$ cat src/rtl/asyn_fifo_write_arbiter.sv
// Round-robin write-port arbiter with burst lock, placed in front of the async FIFO write side.
// Grant, push and data are combinational so a requester is accepted in the same Wclk cycle.
module asyn_fifo_write_arbiter #(
    parameter int DataSize = 3,
    parameter int NumReq   = 4,
    parameter int BurstLen = 4
) (
    input  logic                         Wclk,
    input  logic                         Wresetn,
    input  logic [NumReq-1:0]            Req,
    input  logic [NumReq*DataSize-1:0]   ReqData,
    output logic [NumReq-1:0]            Gnt,
    input  logic                         full,
    output logic                         Push,
    output logic [DataSize-1:0]          DataIn,
    output logic                         Busy
);

    localparam int PtrW = (NumReq > 1) ? $clog2(NumReq) : 1;
    localparam int CntW = $clog2(BurstLen) + 1;

    typedef enum logic {
        IDLE = 1'b0,
        LOCK = 1'b1
    } state_t;

    state_t          state_q, state_d;
    logic [PtrW-1:0] ptr_q, ptr_d;
    logic [PtrW-1:0] owner_q, owner_d;
    logic [CntW-1:0] cnt_q, cnt_d;

    logic            win_found;
    logic [PtrW-1:0] win_idx;
    logic [PtrW-1:0] cand;
    logic            gnt_vld;
    logic [PtrW-1:0] gnt_idx;

    // First active requester at or after the priority pointer, wrapping modulo NumReq.
    always_comb begin
        win_found = 1'b0;
        win_idx   = '0;
        cand      = '0;
        for (int k = 0; k < NumReq; k++) begin
            cand = PtrW'((int'(ptr_q) + k) % NumReq);
            if (!win_found && Req[cand]) begin
                win_found = 1'b1;
                win_idx   = cand;
            end
        end
    end

    always_comb begin
        state_d = state_q;
        ptr_d   = ptr_q;
        owner_d = owner_q;
        cnt_d   = cnt_q;
        gnt_vld = 1'b0;
        gnt_idx = '0;
        case (state_q)
            IDLE: begin
                if (win_found && !full) begin
                    gnt_vld = 1'b1;
                    gnt_idx = win_idx;
                    ptr_d   = (int'(win_idx) == NumReq - 1) ? '0 : win_idx + 1'b1;
                    owner_d = win_idx;
                    if (BurstLen > 1) begin
                        state_d = LOCK;
                        cnt_d   = CntW'(1);
                    end
                end
            end
            LOCK: begin
                // An owner that drops its request releases the lock, costing one empty cycle.
                if (!Req[owner_q]) begin
                    state_d = IDLE;
                end else if (!full) begin
                    gnt_vld = 1'b1;
                    gnt_idx = owner_q;
                    cnt_d   = cnt_q + 1'b1;
                    if (cnt_q + 1'b1 == CntW'(BurstLen)) begin
                        state_d = IDLE;
                    end
                end
            end
            default: state_d = IDLE;
        endcase
    end

    // Outputs are gated by reset so an abandoned burst never produces a partial push.
    always_comb begin
        Gnt    = '0;
        Push   = 1'b0;
        DataIn = '0;
        if (Wresetn && gnt_vld) begin
            Gnt[gnt_idx] = 1'b1;
            Push         = 1'b1;
            DataIn       = ReqData[int'(gnt_idx)*DataSize +: DataSize];
        end
    end

    assign Busy = Wresetn && (state_q == LOCK);

    always_ff @(posedge Wclk or negedge Wresetn) begin
        if (!Wresetn) begin
            state_q <= IDLE;
            ptr_q   <= '0;
            owner_q <= '0;
            cnt_q   <= '0;
        end else begin
            state_q <= state_d;
            ptr_q   <= ptr_d;
            owner_q <= owner_d;
            cnt_q   <= cnt_d;
        end
    end

endmodule

$ cat config.mk
export PLATFORM = sky130hd
export DESIGN_NAME = asyn_fifo_write_arbiter
export DESIGN_NICKNAME = d
export VERILOG_FILES = /design/src/rtl/asyn_fifo_write_arbiter.sv
export SDC_FILE = /design/constraint.sdc
export NUM_CORES = 1
export LEC_CHECK = 0
export ABC_CLOCK_PERIOD_IN_PS = 2100
export BUFFER_PORTS_ARGS = -buffer_cell sky130_fd_sc_hd__buf_2
export CAP_MARGIN = 20
export CORE_MARGIN = 3
export CORE_UTILIZATION = 38
export CTS_BUF_LIST = sky130_fd_sc_hd__clkbuf_2
export CTS_CLUSTER_SIZE = 16
export DETAILED_ROUTE_END_ITERATION = 10
export PLACE_DENSITY = 0.65
export SKIP_CTS_REPAIR_TIMING = 1
export SYNTH_ARGS = -nofsm -noshare
export SYNTH_HDL_FRONTEND = slang
export SYNTH_SLANG_ARGS = --single-unit
$ cat constraint.sdc
create_clock -name Wclk -period 2.1 [get_ports Wclk]
set_input_delay 0.105 -clock Wclk [delete_from_list [all_inputs] [get_ports Wclk]]
set_output_delay 0.105 -clock Wclk [all_outputs]
set_load 0.005 [all_outputs]
==> run metrics <==
initial drt markers 11; Vias/cell 5.07; Max Freq 450 MHz; Rows 14; Startpoint Class flip-flop; Setup crit end kind primary output; vias in the first global route 662; fillcell total 149; Core Util, Final 0.638; pin slew with the least headroom to its limit 0.395 ns; hpwl dp 1.35 mm; Slew Limit Headroom 0.734; routed wire length 1.84 mm; failing checks setup timing; Fin. Hold Viols 0; Die X 48.4 um; largest net degree at the start of global routing 11; Worst-path clk slew 0.08 ns; fin nets 142; DRT antenna net count 0; die height 48.4 um; Area Overhead vs Synth 48.6%; Cell Area, Synth 684 um^2; clock skew 0.00360 ns; Hold WC Path Type in -> async; most used cell, CP buf_6; global route overflow 0; # IOs 28; full die area 2350 um^2; commonest non-fill, non-tap cell in the layout buf_2; critical path fanouts, max 5; Leakage Power 0.000479 uW; minimum clock period 2.22 ns; PortBufs 27; sequential fraction of the synthesis area 0.293; CTS max path bufs 2; CP top delay family multiplexers; htree depth 1; total CTS buffers 3; critical path type reg -> out; CTS tree yes; Initial Utilization 0.429; clock sink total 8; final worst-path setup slack -0.122 ns; Placement Setup Slack 0.0653 ns; worst-path cell chain buf_6, nand2_2, o211ai_1, o221ai_4, a2bb2oi_4, mux4_2, and2_4, buf_6; Min Hold Slack 0.250 ns; Required @ worst endpoint 2.00 ns; Ys Warns 0; core area 1590 um^2; Pre-antenna DRT Iters 4; Cell variety after synth 28; first-pass GRT wire length 2.86 mm; # setup viols final 4; CP arrival 2.12 ns; MaxCap Viol Count 0; crit share post-route 1.06; routability cong. 0.844; PD cells 1110 nW/um^2; syn nets 97; Synth Instances 76; worst-skew pair later-pin latency 0.24 ns; vias after detailed routing 725; most frequent cells in the layout buf_2 (25), buf_4 (13), a21oi_1 (8); VDD IR max 0.000589 V; Final Max Slew Viols 0; Final Power 1130 uW; layout cells sized above 1 0.513; Avg Inst Size Synth 9.01 um^2; slowest CP cell mux4_2; synthesized flop and latch total 8; initial antenna violation count 0; DR WL/cell 12.8 um; RSZ-0062 raised after global routing true; antenna cells 0; outcome complete, but fails checks; residual DRC count 0; Root Buffer Master clkbuf_2; max incr delay on CP 0.52 ns; WP buf/inv 2; Tot GR Track Use 0.155
layer usage:
metal	wire length, um	share of wire	up-vias	GRT usage
met3	66	0.036	2	0.0552
met1	776	0.42	344	0.172
met2	978	0.53	13	0.284
met5	0	0	-	0
met4	16	0.0087	0	0.0284
li1	-	-	366	-
sequential cells by signal, indices dropped and copies added, names as in the netlist:
name / cells
owner_q: 2
state_q: 1
cnt_q: 3
ptr_q: 2
cell families after synthesis:
family,after synthesis,synth area share
AO/OA/AOI/OAI,25,0.254
AND/OR/NAND/NOR,24,0.179
buffers and inverters,9,0.0622
flip-flops,8,0.293
multiplexers,7,0.163
adder cells (fa/ha/maj),2,0.0366
XOR/XNOR,1,0.0128
area by class of cell:
type | instances | area [um^2] | share of cell area
Multi-Input combinational cell | 59 | 478 | 0.470
Timing Repair Buffer | 42 | 267 | 0.262
Sequential cell | 8 | 201 | 0.198
Tap cell | 24 | 30.0 | 0.0295
Inverter | 7 | 26.3 | 0.0258
Clock buffer | 3 | 15.0 | 0.0148
cells in the mapped netlist:
cell type  instances  area share
mux2_2             3       0.049
o211ai_1           1       0.011
ha_1               2       0.037
o22ai_1            2       0.018
mux4_2             3       0.099
dfrtp_1            8        0.29
nand2_1            7       0.038
o21ai_0            5       0.037
o221ai_1           2       0.026
nor3_1             1      0.0073
a22oi_1            1       0.011
buf_2              1      0.0073
xor2_1             1       0.013
nand3_1            1      0.0073
a21o_2             1       0.013
nor3b_1            3       0.033
buf_6              1       0.016
inv_1              7       0.038
nand3b_1           1       0.011
o21a_1             2       0.022
a21oi_1            9       0.066
a2bb2oi_4          1       0.038
o22a_1             1       0.013
and2_1             4       0.037
or3_1              1      0.0091
nor2_1             5       0.027
nor4_1             1      0.0091
mux2i_1            1       0.015
path summary, 6_finish.rpt:
kind	endpoint	slack, ns	start	depth (start not counted)
worst max register to register	cnt_q[1]	0.57	owner_q[1]	6
worst min-delay path	ptr_q[0]	0.25	Wresetn	2
max in group asynchronous	ptr_q[1]	1.65	Wresetn	2
min in group Wclk	state_q	0.29	full	3
worst min register to register	cnt_q[0]	0.51	state_q	1
worst max-delay path	DataIn[1]	-0.12	ptr_q[0]	8
metrics by stage:
stage | area, um^2 | instances | setup TNS (ns)
2_1_floorplan | 684 | 76 | 0
3_3_place_gp | 893 | 133 | 0
3_5_place_dp | 893 | 133 | 0
4_1_cts | 908 | 136 | -0.651
5_1_grt | 1020 | 143 | -1.02
6_report | 1020 | 143 | -0.363
where the power goes:
| part | leakage [uW] | switching, uW | internal [uW] | total [uW] |
|---|---|---|---|---|
| Sequential | 0.0000957 | 77.4 | 229 | 306 |
| Combinational | 0.000371 | 328 | 406 | 734 |
| Clock | 0.0000125 | 55.3 | 39.0 | 94.3 |
(Power assumes the default switching activity.)
